==> config.mk <==
export PLATFORM = sky130hd
export DESIGN_NAME = ol_buf_loader_flat
export DESIGN_NICKNAME = d
export VERILOG_FILES = /design/src/rtl/mnist_pkg.sv /design/src/rtl/ol_buf_loader_if.sv /design/src/rtl/ol_shadow_buf.sv /design/src/rtl/ol_buf_loader.sv /design/src/flat_wrapper.sv
export SDC_FILE = /design/constraint.sdc
export NUM_CORES = 1
export LEC_CHECK = 0
export BUFFER_PORTS_ARGS = -buffer_cell sky130_fd_sc_hd__buf_2
export CAP_MARGIN = 40
export CORE_MARGIN = 3
export CORE_UTILIZATION = 55
export CTS_BUF_LIST = sky130_fd_sc_hd__clkbuf_8
export CTS_CLUSTER_SIZE = 25
export DETAILED_ROUTE_END_ITERATION = 10
export PLACE_DENSITY = 0.73
export SETUP_SLACK_MARGIN = 0.4
export SLEW_MARGIN = 20
export SYNTH_ARGS = -nofsm -noshare
export SYNTH_HDL_FRONTEND = slang
export SYNTH_SLANG_ARGS = --single-unit
==> constraint.sdc <==
create_clock -name clk -period 48.7 [get_ports clk]
set_input_delay 9.74 -clock clk [delete_from_list [all_inputs] [get_ports clk]]
set_output_delay 9.74 -clock clk [all_outputs]
set_load 0.01 [all_outputs]
==> src/rtl/mnist_pkg.sv <==
// mnist_pkg: constants and state encodings shared by the output-layer
// buffer loader and its shadow buffer.
//   N_OUT           : entries per frame (output neurons)
//   DATA_W          : IEEE-754 single word width
//   IDX_W           : write index width, ceil(log2(N_OUT))
//   PE_FINDAMX_LAT  : argmax pipeline latency of PE_findamx
//   HOLD_CYCLES_DEF : default presentation hold, tied to PE_FINDAMX_LAT
package mnist_pkg;

  localparam int N_OUT           = 10;
  localparam int DATA_W          = 32;
  localparam int IDX_W           = 4;
  localparam int PE_FINDAMX_LAT  = 8;
  localparam int HOLD_CYCLES_DEF = PE_FINDAMX_LAT;

  // Fill FSM: collecting beats, or holding a complete frame for transfer.
  localparam logic [0:0] FILL_ST = 1'b0;
  localparam logic [0:0] PEND_ST = 1'b1;

  // Present FSM: bank free, or bank held for the argmax pipeline.
  localparam logic [0:0] IDLE_ST = 1'b0;
  localparam logic [0:0] HOLD_ST = 1'b1;

  // A whole frame; element i is score i.
  typedef logic [N_OUT-1:0][DATA_W-1:0] frame_t;

endpackage

==> src/rtl/ol_buf_loader_if.sv <==
// ol_buf_loader_if: serial valid/ready score stream feeding the loader.
//   in_valid : beat valid           (master -> slave)
//   in_data  : float32 score, opaque (master -> slave)
//   in_last  : final beat of frame  (master -> slave)
//   in_ready : slave accepts beat   (slave -> master)
interface ol_buf_loader_if;
  import mnist_pkg::*;

  logic              in_valid;
  logic              in_ready;
  logic [DATA_W-1:0] in_data;
  logic              in_last;

  modport master (output in_valid, output in_data, output in_last, input in_ready);
  modport slave  (input in_valid, input in_data, input in_last, output in_ready);

endinterface

==> src/rtl/ol_shadow_buf.sv <==
// ol_shadow_buf: N_OUT x DATA_W register file collecting one frame.
//   clk, rst : clock, asynchronous active-high reset
//   wr_en    : write wr_data at wr_idx this edge
//   wr_idx   : entry to write (ignored when >= N_OUT)
//   wr_data  : word to store
//   rd_data  : all entries, read in parallel
module ol_shadow_buf
  import mnist_pkg::*;
(
  input  logic              clk,
  input  logic              rst,
  input  logic              wr_en,
  input  logic [IDX_W-1:0]  wr_idx,
  input  logic [DATA_W-1:0] wr_data,
  output frame_t            rd_data
);

  frame_t mem_q, mem_d;

  // NOTE: every always_comb output is given a default first so no path
  // leaves it unassigned and no latch is inferred.
  always_comb begin
    mem_d = mem_q;
    if (wr_en && (wr_idx < IDX_W'(N_OUT))) mem_d[wr_idx] = wr_data;
  end

  // NOTE: this storage is reset on purpose: a frame presented after reset
  // must never expose stale scores, so it stays flops rather than a RAM.
  always_ff @(posedge clk or posedge rst) begin
    if (rst) mem_q <= '0;
    else     mem_q <= mem_d;
  end

  assign rd_data = mem_q;

endmodule

==> src/rtl/ol_buf_loader.sv <==
// ol_buf_loader: producer side of the PE_findamx output-layer buffer.
// Collects N_OUT serial scores into a shadow buffer, moves each complete
// frame into a presentation bank, holds it HOLD_CYCLES cycles and then
// pulses res_strobe. Framing errors discard the partial frame.
//   clk, rst      : clock, asynchronous active-high reset
//   in_if         : score stream (slave side)
//   out_0..out_9  : presented frame, to PE_findamx in_0..in_9
//   out_valid     : presented frame is being held
//   res_strobe    : one-cycle pulse, argmax of presented frame valid
//   frame_err     : one-cycle pulse, framing error, frame discarded
module ol_buf_loader
  import mnist_pkg::*;
#(
  parameter int HOLD_CYCLES = HOLD_CYCLES_DEF
) (
  input  logic              clk,
  input  logic              rst,
  ol_buf_loader_if.slave    in_if,
  output logic [DATA_W-1:0] out_0,
  output logic [DATA_W-1:0] out_1,
  output logic [DATA_W-1:0] out_2,
  output logic [DATA_W-1:0] out_3,
  output logic [DATA_W-1:0] out_4,
  output logic [DATA_W-1:0] out_5,
  output logic [DATA_W-1:0] out_6,
  output logic [DATA_W-1:0] out_7,
  output logic [DATA_W-1:0] out_8,
  output logic [DATA_W-1:0] out_9,
  output logic              out_valid,
  output logic              res_strobe,
  output logic              frame_err
);

  localparam int HOLD_W = (HOLD_CYCLES > 1) ? $clog2(HOLD_CYCLES) : 1;

  logic [0:0]        fill_q, fill_d;
  logic [0:0]        pres_q, pres_d;
  logic [IDX_W-1:0]  wr_idx_q, wr_idx_d;
  logic [HOLD_W-1:0] hold_q, hold_d;
  frame_t            out_q, out_d;
  logic              out_valid_q, out_valid_d;
  logic              res_strobe_q, res_strobe_d;
  logic              frame_err_q, frame_err_d;
  logic              in_ready_q, in_ready_d;

  logic   accept;
  logic   transfer;
  frame_t shadow;

  // in_ready_q is only ever high while the fill FSM is in FILL.
  assign accept = in_if.in_valid && in_ready_q;

  ol_shadow_buf u_shadow (
    .clk     (clk),
    .rst     (rst),
    .wr_en   (accept),
    .wr_idx  (wr_idx_q),
    .wr_data (in_if.in_data),
    .rd_data (shadow)
  );

  always_comb begin
    fill_d       = fill_q;
    pres_d       = pres_q;
    wr_idx_d     = wr_idx_q;
    hold_d       = hold_q;
    out_valid_d  = out_valid_q;
    res_strobe_d = 1'b0;
    frame_err_d  = 1'b0;
    transfer     = 1'b0;

    unique case (fill_q)
      FILL_ST: begin
        if (accept) begin
          if (wr_idx_q == IDX_W'(N_OUT - 1)) begin
            if (in_if.in_last) begin
              fill_d   = PEND_ST;
              wr_idx_d = wr_idx_q + IDX_W'(1);
            end else begin
              frame_err_d = 1'b1;  // missing last
              wr_idx_d    = '0;
            end
          end else if (in_if.in_last) begin
            frame_err_d = 1'b1;    // early last
            wr_idx_d    = '0;
          end else begin
            wr_idx_d = wr_idx_q + IDX_W'(1);
          end
        end
      end
      PEND_ST: begin
        // The bank is free only once the present FSM is registered IDLE,
        // so a hold expiring this edge delays the transfer by one edge.
        if (pres_q == IDLE_ST) begin
          transfer = 1'b1;
          fill_d   = FILL_ST;
          wr_idx_d = '0;
        end
      end
      default: fill_d = FILL_ST;
    endcase

    unique case (pres_q)
      IDLE_ST: begin
        if (transfer) begin
          pres_d      = HOLD_ST;
          out_valid_d = 1'b1;
          hold_d      = HOLD_W'(HOLD_CYCLES - 1);
        end
      end
      HOLD_ST: begin
        if (hold_q == '0) begin
          pres_d       = IDLE_ST;
          out_valid_d  = 1'b0;
          res_strobe_d = 1'b1;
        end else begin
          hold_d = hold_q - HOLD_W'(1);
        end
      end
      default: pres_d = IDLE_ST;
    endcase

    out_d      = transfer ? shadow : out_q;
    in_ready_d = (fill_d == FILL_ST);
  end

  // NOTE: state flops use non-blocking assignments so every flop samples
  // the pre-edge value of every other flop, independent of block order.
  always_ff @(posedge clk or posedge rst) begin
    if (rst) begin
      fill_q       <= FILL_ST;
      pres_q       <= IDLE_ST;
      wr_idx_q     <= '0;
      hold_q       <= '0;
      out_q        <= '0;
      out_valid_q  <= 1'b0;
      res_strobe_q <= 1'b0;
      frame_err_q  <= 1'b0;
      in_ready_q   <= 1'b0;
    end else begin
      fill_q       <= fill_d;
      pres_q       <= pres_d;
      wr_idx_q     <= wr_idx_d;
      hold_q       <= hold_d;
      out_q        <= out_d;
      out_valid_q  <= out_valid_d;
      res_strobe_q <= res_strobe_d;
      frame_err_q  <= frame_err_d;
      in_ready_q   <= in_ready_d;
    end
  end

  assign in_if.in_ready = in_ready_q;
  assign out_valid      = out_valid_q;
  assign res_strobe     = res_strobe_q;
  assign frame_err      = frame_err_q;

  assign out_0 = out_q[0];
  assign out_1 = out_q[1];
  assign out_2 = out_q[2];
  assign out_3 = out_q[3];
  assign out_4 = out_q[4];
  assign out_5 = out_q[5];
  assign out_6 = out_q[6];
  assign out_7 = out_q[7];
  assign out_8 = out_q[8];
  assign out_9 = out_q[9];

endmodule

==> src/flat_wrapper.sv <==
// flat-port wrapper written by rule: the top's interface ports become plain ports
module ol_buf_loader_flat import mnist_pkg::*;
#(
  parameter int HOLD_CYCLES = HOLD_CYCLES_DEF
)
  (clk, rst, out_0, out_1, out_2, out_3, out_4, out_5, out_6, out_7, out_8, out_9, out_valid, res_strobe, frame_err, in_if_in_valid, in_if_in_data, in_if_in_last, in_if_in_ready);
  ol_buf_loader_if in_if_i ();
  input  logic clk;
  input  logic rst;
  output logic [DATA_W-1:0] out_0;
  output logic [DATA_W-1:0] out_1;
  output logic [DATA_W-1:0] out_2;
  output logic [DATA_W-1:0] out_3;
  output logic [DATA_W-1:0] out_4;
  output logic [DATA_W-1:0] out_5;
  output logic [DATA_W-1:0] out_6;
  output logic [DATA_W-1:0] out_7;
  output logic [DATA_W-1:0] out_8;
  output logic [DATA_W-1:0] out_9;
  output logic out_valid;
  output logic res_strobe;
  output logic frame_err;
  input wire logic [$bits(in_if_i.in_valid)-1:0] in_if_in_valid;
  input wire logic [$bits(in_if_i.in_data)-1:0] in_if_in_data;
  input wire logic [$bits(in_if_i.in_last)-1:0] in_if_in_last;
  output wire logic [$bits(in_if_i.in_ready)-1:0] in_if_in_ready;
  assign in_if_i.in_valid = in_if_in_valid;
  assign in_if_i.in_data = in_if_in_data;
  assign in_if_i.in_last = in_if_in_last;
  assign in_if_in_ready = in_if_i.in_ready;
  ol_buf_loader #(.HOLD_CYCLES(HOLD_CYCLES)) u_core (.clk(clk), .rst(rst), .in_if(in_if_i), .out_0(out_0), .out_1(out_1), .out_2(out_2), .out_3(out_3), .out_4(out_4), .out_5(out_5), .out_6(out_6), .out_7(out_7), .out_8(out_8), .out_9(out_9), .out_valid(out_valid), .res_strobe(res_strobe), .frame_err(frame_err));
endmodule
==> impl_metrics.ini <==
[synth]
synth-seq-cells = 653
seq_area_frac_synth_pct = 65.9
synth-edff-count = 0
synth_cell_type_count = 34
yosys.area.top_type_share_pct = 65.9
syn_inst = 2141
synth_common_cells = nand2_1 (967), dfrtp_1 (653), mux2_2 (294)
synth_flop_cell = dfrtp_1
netlist_area_sq_um = 24800
ys_warn_count = 0
avgSynthCellArea_sq_um = 11.6
yosysMostFrequentCell = nand2_1
syn_nets = 2184
synth_area_leaders = dfrtp_1 (66%), nand2_1 (15%), mux2_2 (13%)
async_reset_ff_share_pct = 100
yosysTopAreaCell = dfrtp_1

[layout]
syn_to_final_growth_pct = 17.5
utilization_pct = 65.6
drive_above_1_share_pct = 33.0
n_antenna_cell = 0
final_nets = 2537
fin_cells = 3159

[placed_design]
io_buffers = 359
gp_congestion = 0.811
dp.cells = 2979
dpl.hpwl_mm = 38.8

[floorplanning]
initial_utilization_pct = 55.8
dieArea_sq_um = 47700
rows = 77
core_sq_um = 44400
die_x_microns = 218
io_pins = 360
die_y_microns = 218

[pwr]
power.total_mw = 1.23
p_sw_uw = 295
p_comb_share_pct = 9.6
p_per_area_nw_per_um2 = 42.1
intPower_uw = 932
sequentialPowerShare_pct = 54.4
power_frac_clock_pct = 36.0
p_leak_nw = 16.5
p_sw_share_pct = 24.0
ir_worst_vdd_uv = 26.4

[clock_network]
clkSinkCount = 653
postCtsHoldBufs = 0
cts_buffer_depth = 3
cts-resized-gates = 0
htreeDepth = 3
cts_buffers = 102
cts_tree = yes
cts_root_buffer = clkbuf_8
path_clk_slew_ns = 0.06
post_cts_buffers = 0
clk_latency_ns = 0.66

[sta]
rsz0062_at_grt = false
tightest_slew_ns = 1.07
report.final.slew_viol_count = 0
period_needed_ns = 11.43
clock.fmax_mhz = 87.5
hold_slack_ns = 0.453
slew_headroom_pct = 28.5
setup_viol = 0
hold_violations = 0
setup_tns_ns = 0
min_period_over_period_pct = 23.5
fin_worst_skew_ns = 0.0184

[worst_setup_path]
worst_setup_path_start_kind = input port
crit_path_end_kind = asynchronous set/reset pin
cp_max_fo = 86
arrival_ns = 12.27
critPathKind = in2async
cp_data_required_time_ns = 49.54
crit_chain = buf_2 > inv_8 > buf_16 > buf_4 > buf_16 > buf_4 > buf_12
r2r_cells = 6
max_stage_delay_ns = 0.50
crit_path_top_delay_cell = buf_4

[global_route]
antenna_found_initial = 0
track_usage_pct = 25.7
grt_max_degree = 233
grt_pass1_vias = 16700
grt_remaining_overflow = 0
grt_pass1_wl_mm = 94.2

[worst_hold_path]
hold_class = reg2reg
holdPathStages = 2

[route]
vias = 16600
wl_mm = 60.9
viasPerCell = 5.25
route.detailed.drc = 0
drtAntennaViolNets = 0
post_drt_wl_per_cell_microns = 19.3
dr.pass1.iters = 5
drtIter0Drc = 1336

[run_status]
outcome = finished, final reports clean

[job]
drv_cap = 0
## cell type report
type	count	area, sq um
Clock buffer	127	1750
Clock inverter	50	243
Fill cell	3378	15300
Inverter	8	37.5
Multi-Input combinational cell	1339	7670
Sequential cell	653	16300
Tap cell	592	741
Timing Repair Buffer	390	2350
## power groups by stage
stage	clock network, mW	registers, mW	logic, mW
floorplan	0	0.665	0.0927
global placement	0	0.669	0.109
detailed placement	0	0.675	0.118
CTS	0.452	0.666	0.119
global route	0.479	0.676	0.130
finish	0.442	0.667	0.117
## flip-flops by register name (all words and copies together), names as in the netlist, 3 cells and up
register and flops:
u_core.hold_q 3, u_core.out_0 32, u_core.out_1 32, u_core.out_2 32
u_core.out_3 32, u_core.out_4 32, u_core.out_5 32, u_core.out_6 32
u_core.out_7 32, u_core.out_8 32, u_core.out_9 32, u_core.u_shadow.rd_data 320
u_core.wr_idx_q 4
## path summary, 6_finish.rpt
kind	start	to	slack, ns
setup reg to reg	u_core.fill_q	u_core.wr_idx_q[2]	45.83
max in group clk	u_core.in_if.in_ready	in_if_in_ready	37.70
hold reg to reg	u_core.u_shadow.rd_data[29]	u_core.out_0[29]	0.45
min in group asynchronous	rst	u_core.out_7[20]	9.10
setup / recovery	rst	u_core.u_shadow.rd_data[164]	37.27
hold / removal	u_core.u_shadow.rd_data[29]	u_core.out_0[29]	0.45
## critical path: cells and delay by family
kind | cells | cell delay (ns)
buf+inv | 7 | 2.38
## routing by layer
metal	vias to the layer above	wire, microns	track usage [%]
met5	-	0	0
met4	0	1540	9.24
met3	94	3820	5.19
met2	539	28800	40.0
met1	8468	26800	36.5
li1	7483	-	-
## metrics by stage
step	cell area [sq um]	setup slack, ns
finish	29100	37.27
global route	29100	36.97
CTS	29000	37.07
detailed placement	27100	36.34
floorplan	24800	20.66
global placement	26700	35.57
## logic make-up (layout without fill, tap and decap cells)
logic type / Yosys count / in the layout / share of synthesized area [%]
and+or+nand+nor: 1000 / 1000 / 15.4
DFF: 653 / 653 / 65.9
muxes: 321 / 321 / 14.6
buffers and inverters: 149 / 575 / 3.37
AOI/OAI and AO/OA: 8 / 8 / 0.217
adders and majority gates: 7 / 7 / 0.353
xor gates and xnor gates: 3 / 3 / 0.106
## cell usage in the layout (no fill, tap or decap), types with 3 or more instances in the layout
master,count
buf_12,8
buf_16,11
buf_2,359
buf_4,12
clkbuf_8,127
clkinv_2,10
clkinvlp_4,3
dfrtp_1,653
ha_1,7
inv_1,41
mux2_1,22
mux2_2,294
mux2_4,4
nand2_1,967
nand3_1,5
nor2_1,7
xnor2_1,3
(Power assumes the default switching activity.)
